## src/rtl/serial_addsub_nand_if.sv

```systemverilog
// Request/response bundle for the bit-serial adder/subtractor.
// The master drives the operands and start; the slave returns status and result.
interface serial_addsub_nand_if #(
  parameter int WIDTH = 8
);
  logic             start;
  logic             sub;
  logic [WIDTH-1:0] a;
  logic [WIDTH-1:0] b;
  logic             busy;
  logic             done;
  logic [WIDTH-1:0] result;
  logic             cout;
  logic             ovf;

  modport master (
    output start, sub, a, b,
    input  busy, done, result, cout, ovf
  );

  modport slave (
    input  start, sub, a, b,
    output busy, done, result, cout, ovf
  );
endinterface

```

## src/rtl/serial_addsub_nand.sv

```systemverilog
// Bit-serial two's-complement add/subtract that reuses one NAND-only full adder,
// processing one bit pair per clock LSB first and holding the carry in a flop.
module serial_addsub_nand #(
  parameter int WIDTH = 8
) (
  input  logic               clk,
  input  logic               rst_n,
  serial_addsub_nand_if.slave bus
);
  localparam int CW = (WIDTH > 1) ? $clog2(WIDTH) : 1;
  localparam logic [CW-1:0] LAST = CW'(WIDTH - 1);

  typedef enum logic [1:0] {
    IDLE = 2'd0,
    RUN  = 2'd1,
    DONE = 2'd2
  } state_t;

  state_t           state;
  state_t           state_next;
  logic [WIDTH-1:0] op_a;
  logic [WIDTH-1:0] op_b;
  logic [WIDTH-1:0] res_sh;
  logic [WIDTH-1:0] result_q;
  logic             carry_q;
  logic             cout_q;
  logic             ovf_q;
  logic [CW-1:0]    cnt;
  logic             last;

  logic fa_x, fa_y, fa_s, fa_c;
  logic n1, n2, n3, n4, n5, n6, n7;

  assign fa_x = op_a[0];
  assign fa_y = op_b[0];
  assign last = (cnt == LAST);

  // Nine-NAND full adder: n4 is x^y, the second half-adder folds in the carry.
  assign n1   = ~(fa_x & fa_y);
  assign n2   = ~(fa_x & n1);
  assign n3   = ~(fa_y & n1);
  assign n4   = ~(n2 & n3);
  assign n5   = ~(n4 & carry_q);
  assign n6   = ~(n4 & n5);
  assign n7   = ~(carry_q & n5);
  assign fa_s = ~(n6 & n7);
  assign fa_c = ~(n5 & n1);

  always_ff @(posedge clk or negedge rst_n) begin
    if (!rst_n) state <= IDLE;
    else        state <= state_next;
  end

  always_comb begin
    state_next = state;
    case (state)
      IDLE:    if (bus.start) state_next = RUN;
      RUN:     if (last)      state_next = DONE;
      DONE:                   state_next = IDLE;
      default:                state_next = IDLE;
    endcase
  end

  always_ff @(posedge clk or negedge rst_n) begin
    if (!rst_n) begin
      op_a     <= '0;
      op_b     <= '0;
      res_sh   <= '0;
      result_q <= '0;
      carry_q  <= 1'b0;
      cout_q   <= 1'b0;
      ovf_q    <= 1'b0;
      cnt      <= '0;
    end else begin
      case (state)
        IDLE: begin
          if (bus.start) begin
            op_a    <= bus.a;
            op_b    <= bus.sub ? ~bus.b : bus.b;
            carry_q <= bus.sub;
            cnt     <= '0;
          end
        end
        RUN: begin
          res_sh  <= {fa_s, res_sh[WIDTH-1:1]};
          op_a    <= {1'b0, op_a[WIDTH-1:1]};
          op_b    <= {1'b0, op_b[WIDTH-1:1]};
          carry_q <= fa_c;
          // Hold the counter on the MSB cycle so it never wraps.
          if (!last) cnt <= cnt + CW'(1);
          if (last) begin
            result_q <= {fa_s, res_sh[WIDTH-1:1]};
            cout_q   <= fa_c;
            ovf_q    <= carry_q ^ fa_c;
          end
        end
        default: ;
      endcase
    end
  end

  assign bus.busy   = (state != IDLE);
  assign bus.done   = (state == DONE);
  assign bus.result = result_q;
  assign bus.cout   = cout_q;
  assign bus.ovf    = ovf_q;
endmodule
```

## src/flat_wrapper.sv

```systemverilog
// flat-port wrapper written by rule: the top's interface ports become plain ports
module serial_addsub_nand_flat 
#(
  parameter int WIDTH = 8
)
  (clk, rst_n, bus_start, bus_sub, bus_a, bus_b, bus_busy, bus_done, bus_result, bus_cout, bus_ovf);
  serial_addsub_nand_if #(.WIDTH(WIDTH)) bus_i ();
  input  logic clk;
  input  logic rst_n;
  input wire logic [$bits(bus_i.start)-1:0] bus_start;
  input wire logic [$bits(bus_i.sub)-1:0] bus_sub;
  input wire logic [$bits(bus_i.a)-1:0] bus_a;
  input wire logic [$bits(bus_i.b)-1:0] bus_b;
  output wire logic [$bits(bus_i.busy)-1:0] bus_busy;
  output wire logic [$bits(bus_i.done)-1:0] bus_done;
  output wire logic [$bits(bus_i.result)-1:0] bus_result;
  output wire logic [$bits(bus_i.cout)-1:0] bus_cout;
  output wire logic [$bits(bus_i.ovf)-1:0] bus_ovf;
  assign bus_i.start = bus_start;
  assign bus_i.sub = bus_sub;
  assign bus_i.a = bus_a;
  assign bus_i.b = bus_b;
  assign bus_busy = bus_i.busy;
  assign bus_done = bus_i.done;
  assign bus_result = bus_i.result;
  assign bus_cout = bus_i.cout;
  assign bus_ovf = bus_i.ovf;
  serial_addsub_nand #(.WIDTH(WIDTH)) u_core (.clk(clk), .rst_n(rst_n), .bus(bus_i));
endmodule
```

## config.mk

```make
export PLATFORM = sky130hd
export DESIGN_NAME = serial_addsub_nand_flat
export DESIGN_NICKNAME = d
export VERILOG_FILES = /design/src/rtl/serial_addsub_nand_if.sv /design/src/rtl/serial_addsub_nand.sv /design/src/flat_wrapper.sv
export SDC_FILE = /design/constraint.sdc
export NUM_CORES = 1
export LEC_CHECK = 0
export CAP_MARGIN = 0
export CORE_AREA = 10 10 83 85
export DETAILED_ROUTE_END_ITERATION = 16
export DIE_AREA = 0 0 93 95
export SLEW_MARGIN = 5
export SYNTH_ARGS = -nofsm -noshare
export SYNTH_HDL_FRONTEND = slang
export SYNTH_SLANG_ARGS = --single-unit
```

## constraint.sdc

```tcl
create_clock -name clk -period 1.92 [get_ports clk]
set_clock_uncertainty 0.15 [all_clocks]
set_input_delay 0.192 -clock clk [delete_from_list [all_inputs] [get_ports clk]]
set_output_delay 0.192 -clock clk [all_outputs]
set_load 0.01 [all_outputs]
```

==> flow_summary.toml, run 1 <==
[power_and_ir_drop]
ir_drop_mv = 0.449
p_leak_nw = 1.17
power_density_mw_per_mm2 = 1450
fin_total_pwr_mw = 3.45

[setup_path]
r2r_start = "u_core.cnt[0]"
cp-end-kind = "output port"
path_cells = "or2_1 > clkdlybuf4s50_1"
worst_ep_arrival_time_ns = 1.50
criticalPathCategory = "flop to output port"
reg2reg_to = "u_core.bus.result[7]"
required_ns = 1.58
cp-start-kind = "flop"
slowest_stage = "clkdlybuf4s50_1"
cpPeakStageDelay_ns = 0.49
reg2reg_setup_slack_ns = 0.27
reg2reg_depth = 4
crit_fanout = 9

[final_layout]
stdcell_count = 282
fin_nets = 232
fillers = 539
final_area_mm2 = 0.00237
n_antenna_cell = 0
drive_above_1_share_pct = 18.1
final_util_pct = 44.4
area_delta_synth_final_pct = 30.8
final_cell_mix = "nand2_1 (41), dfrtp_1 (37), clkdlybuf4s50_1 (29)"
regArea_um2 = 978
final_common_cell = "nand2_1"
multi_input_area_um2 = 754

[route]
drtIter0Drc = 52
wl_per_cell_um = 13.2
vias_per_cell = 4.64
drc = 0
drtPass1Iterations = 4
ant_nets = 0
vias = 1309
routed_wl_um = 3720

[floorplanning]
coreArea_mm2 = 0.00534
io_pins = 32
start_util_pct = 34.0
fp.dieArea_mm2 = 0.00884
row_count = 27
die_x_um = 93
die_h_um = 95

[placed_design]
placed_area_mm2 = 0.00223
place_congestion = 0.750
hpwl_um = 2670
dp_cells = 269
port_buffers = 31
dp_slack_ns = 0.205

[global_route]
grt_use_met3_pct = 4.28
busiest_layer = "met2"
grt_pass1_wl_um = 6280
grt_max_degree = 40
use_met2_pct = 14.3
grtUsageTotal_pct = 8.92
grt_pass1_vias = 1363
grt_overflow = 0
use_met1_pct = 10.1
grt_antenna_before_repair = 0

[logic_synthesis]
netlist_instances = 165
syn_area_per_cell_um2 = 11.0
post-synth-top-area-fraction_pct = 53.8
seq_area_frac_synth_pct = 53.8
async_flop_share_pct = 100
synth_edf_count = 0
synthTopCellsByArea = "dfrtp_1 (54%), nand2_1 (8.5%), mux2_4 (5.8%)"
synth-seq-cells = 39
ys.flop_type = "dfrtp_1"
syn_area_mm2 = 0.00181
synth_cell_types = 32
synth_fp_nets = 188
yosysTopAreaCell = "dfrtp_1"
yosysWarnings = 0

[hold_path]
hold_class = "primary input to async pin"

[cts]
clk_path_buf_depth = 2
cts_made_buffers = 5
cts_sinks = 39
cts_htree_levels = 2
clkTransAtPathRegs_ns = 0.08
cts_tree = "yes"
clk_latency_ns = 0.29
clock-root-buffer = "clkbuf_8"

[timing]
finalSetupTns_ns = 0
worstMarginPinSlew_ns = 0.493
rsz0062_at_grt = "no"
post-route-period-util_pct = 96.0
holdWs_ns = 0.331
worst_slack_ns = 0.0775
fmax_mhz = 543
relSlewSlack_pct = 67.2
finalHoldViolations = 0
period_minus_slack_ns = 1.84
slew_violations = 0
setup_viol = 0

[run_status]
status = "completed"

[flow_run]
cap_viol_max_count = 0
critical path, delay by kind of cell, from the launching register on:
kind / cells / cell delay [ns]
flops: 1 / 0.46
simple gates: 1 / 0.26
buf+inv: 1 / 0.49
how the worst max path moves through the flow:
stage	start	end	slack, ns	depth (start not counted)
global route	u_core.state[0]	bus_busy	0.02	2
floorplan	u_core.cnt[0]	u_core.bus.result[0]	0.32	5
CTS	u_core.state[1]	bus_done	0.03	3
finish	u_core.state[1]	bus_busy	0.08	2
detailed placement	bus_sub	u_core.op_b[0]	0.21	5
global placement	bus_sub	u_core.op_b[5]	0.23	4
area by class of cell:
cell class,count,share of cell area [%]
sequential,39,41.2
timing repair buffer,47,18.1
tap,72,3.80
multi-input combinational,111,31.8
inverter,5,0.791
clock buffer,8,4.22
where the power goes:
group | total, mW | leakage, nW | internal, mW | switching [mW]
Clock | 0.606 | 0.0515 | 0.328 | 0.279
Combinational | 1.46 | 0.619 | 0.796 | 0.666
Sequential | 1.38 | 0.503 | 1.16 | 0.223
metal layers:
metal | vias to the layer above | share of wire, % | wire length [um]
li1 | 649 | - | -
met1 | 623 | 46 | 1720
met2 | 31 | 47 | 1740
met3 | 6 | 5.2 | 193
met4 | 0 | 1.7 | 62
met5 | - | 0 | 0
Yosys cell counts (2+ instances only):
library cell and instances:
buf_2 6, and3b_1 5, xor2_1 8, nor2_1 3
a21oi_1 5, mux2_4 7, mux2_1 2, a22oi_1 3
inv_2 2, a222oi_1 2, a32oi_1 5, nand2_1 41
o21ai_1 12, inv_1 3, buf_6 2, ha_1 2
a22o_1 2, nor2b_1 3, dfrtp_1 39
flip-flops by register name, summed over array words and instances (netlist names):
| signal | flops |
|---|---|
| u_core.bus.cout | 1 |
| u_core.bus.ovf | 1 |
| u_core.bus.result | 8 |
| u_core.carry_q | 1 |
| u_core.cnt | 3 |
| u_core.op_a | 8 |
| u_core.op_b | 8 |
| u_core.res_sh | 7 |
| u_core.state | 2 |
timing repair:
| action | in CTS | in global routing |
|---|---|---|
| gates resized for setup | 2 | 1 |
| hold buffers | 1 | 0 |
| hold endpoints to repair | 39 | 0 |
| buffers inserted | 0 | 4 |
| endpoints found under the setup margin | 2 | 2 |
kinds of logic (layout without fill, tap and decap cells):
logic type / count (synthesis) / in the layout / share of synthesized area, %
mux: 10 / 10 / 7.66
compound gates: 32 / 32 / 11.8
fa+ha+maj: 3 / 3 / 2.48
buf+inv: 15 / 60 / 4.55
xor+xnor: 9 / 9 / 4.35
simple gates: 57 / 57 / 15.3
flops: 39 / 39 / 53.8
Power figures use the tool's default switching activity.
==> inputs of run 2 (changes only) <==
--- a/config.mk
+++ b/config.mk
@@ -6,9 +6,9 @@
 export NUM_CORES = 1
 export LEC_CHECK = 0
 export CAP_MARGIN = 0
-export CORE_AREA = 10 10 83 85
+export CORE_AREA = 10 10 76 94
 export DETAILED_ROUTE_END_ITERATION = 16
-export DIE_AREA = 0 0 93 95
+export DIE_AREA = 0 0 86 104
 export SLEW_MARGIN = 5
 export SYNTH_ARGS = -nofsm -noshare
 export SYNTH_HDL_FRONTEND = slang
==> run 2 against run 1 <==
Against the previous run:
- sequential power about the same
- utilization fell by 0.55 points
- register-to-register slack worse by 0.02 ns
- sequential share of layout area up 0.23 points
- first-iteration DRC count increased by 60%
- hold slack worse by 0.098 ns
==> flow_summary.toml, run 2 (synthesis results as in run 1) <==
[run_status]
status = "completed"

[timing]
slew_violations = 0
rsz0062_at_grt = "no"
finalHoldViolations = 0
period_minus_slack_ns = 1.88
worst_slack_ns = 0.0413
fmax_mhz = 532
finalSetupTns_ns = 0
setup_viol = 0
relSlewSlack_pct = 68.9
post-route-period-util_pct = 97.9
holdWs_ns = 0.233
worstMarginPinSlew_ns = 0.466

[power_and_ir_drop]
clkPwrFrac_pct = 17.7
p_sw_share_pct = 33.8
p_int_mw = 2.26
pwr-share-seq_pct = 40.4
ir_drop_mv = 0.377
power_density_mw_per_mm2 = 1450
p_sw_mw = 1.15
p_leak_nw = 1.15
power.share.combinational_pct = 41.9
fin_total_pwr_mw = 3.42

[placed_design]
hpwl_um = 2820
place_congestion = 0.724
port_buffers = 31
dp_slack_ns = 0.192

[final_layout]
regArea_um2 = 977
final_cell_mix = "nand2_1 (41), dfrtp_1 (38), clkdlybuf4s50_1 (30)"
fillers = 523
n_antenna_cell = 0
fin_nets = 230
final_common_cell = "nand2_1"
multi_input_area_um2 = 754
drive_above_1_share_pct = 16.8
area_delta_synth_final_pct = 30.0

[hold_path]
hold_class = "primary input to async pin"

[floorplanning]
die_x_um = 86
die_h_um = 104
fp.dieArea_mm2 = 0.00894
io_pins = 32
row_count = 30
start_util_pct = 33.8
coreArea_mm2 = 0.00537

[cts]
cts_made_buffers = 5
cts_sinks = 39
clk_latency_ns = 0.29
clk_path_buf_depth = 2
cts_tree = "yes"
clock-root-buffer = "clkbuf_8"
post-cts-setup-buffer-count = 0
cts_htree_levels = 2
clkTransAtPathRegs_ns = 0.07

[setup_path]
reg2reg_depth = 4
required_ns = 1.58
crit_fanout = 5
criticalPathCategory = "flop to output port"
worst_ep_arrival_time_ns = 1.54
cp-start-kind = "flop"
cp-end-kind = "output port"

[global_route]
grt_max_degree = 21
grt_pass1_vias = 1332
grt_antenna_before_repair = 0
grt_pass1_wl_um = 6290
use_met2_pct = 13.3
use_met1_pct = 10.0
busiest_layer = "met2"
grt_overflow = 0
grt_use_met3_pct = 3.92
grtUsageTotal_pct = 8.69

[route]
routed_wl_um = 3670
ant_nets = 0
wl_per_cell_um = 13.5
vias_per_cell = 4.75
vias = 1292
drtPass1Iterations = 4
drtIter0Drc = 83
drc = 0

[flow_run]
cap_viol_max_count = 0
run 2: layer usage:
metal | vias up | wire [um]
met2 | 26 | 1720
li1 | 646 | -
met3 | 9 | 242
met5 | - | 0
met1 | 611 | 1630
met4 | 0 | 80
run 2: power by group through the flow:
stage                     clock [mW]  combinational [mW]  sequential (mW)
final                          0.604                1.43             1.38
after CTS                      0.626                1.46             1.38
after global placement             0                1.43             1.39
after detailed placement           0                1.46             1.39
after global routing           0.659                1.63             1.43
after floorplan                    0               0.935             1.37
run 2: critical path, cell delays in order (launching register included):
cell and delay [ns]:
dfrtp_1 0.44, inv_1 0.08, nor2_1 0.16, clkdlybuf4s50_1 0.56
run 2: metrics by stage:
stage	instance area, um^2	cells	utilization, %
after floorplan	1810	165	-
after global placement	2240	263	41.8
after detailed placement	2240	263	41.8
after CTS	2350	272	43.9
after global routing	2360	272	43.9
final	2360	272	43.9
run 2: area by class of cell:
type / count / share of cell area, %
Clock buffer: 8 / 4.25
Inverter: 5 / 0.797
Multi-Input combinational cell: 111 / 32.0
Sequential cell: 39 / 41.5
Tap cell: 64 / 3.40
Timing Repair Buffer: 45 / 18.1
run 2: worst paths after layout:
check / from / endpoint / slack [ns]
worst max-delay path: u_core.state[1] / bus_done / 0.04
worst min-delay path: rst_n / u_core.bus.result[5] / 0.23
worst max register to register: u_core.cnt[0] / u_core.bus.result[7] / 0.25
worst min register to register: u_core.op_b[3] / u_core.op_b[3] / 0.33
max in group asynchronous: rst_n / u_core.state[0] / 0.92
min in group clk: u_core.op_b[3] / u_core.op_b[3] / 0.33
run 2: timing repair:
item	CTS	global route
endpoints found under the setup margin	0	2
hold buffers	1	0
gates resized for setup	0	1
hold endpoints to repair	19	0
==> inputs of run 3 (changes only) <==
--- a/config.mk
+++ b/config.mk
@@ -9,7 +9,7 @@
 export CORE_AREA = 10 10 76 94
 export DETAILED_ROUTE_END_ITERATION = 16
 export DIE_AREA = 0 0 86 104
-export SLEW_MARGIN = 5
+export SLEW_MARGIN = 20
 export SYNTH_ARGS = -nofsm -noshare
 export SYNTH_HDL_FRONTEND = slang
 export SYNTH_SLANG_ARGS = --single-unit
==> results of run 3 <==
The final DEF is identical to that of run 2; final timing and power are the same.
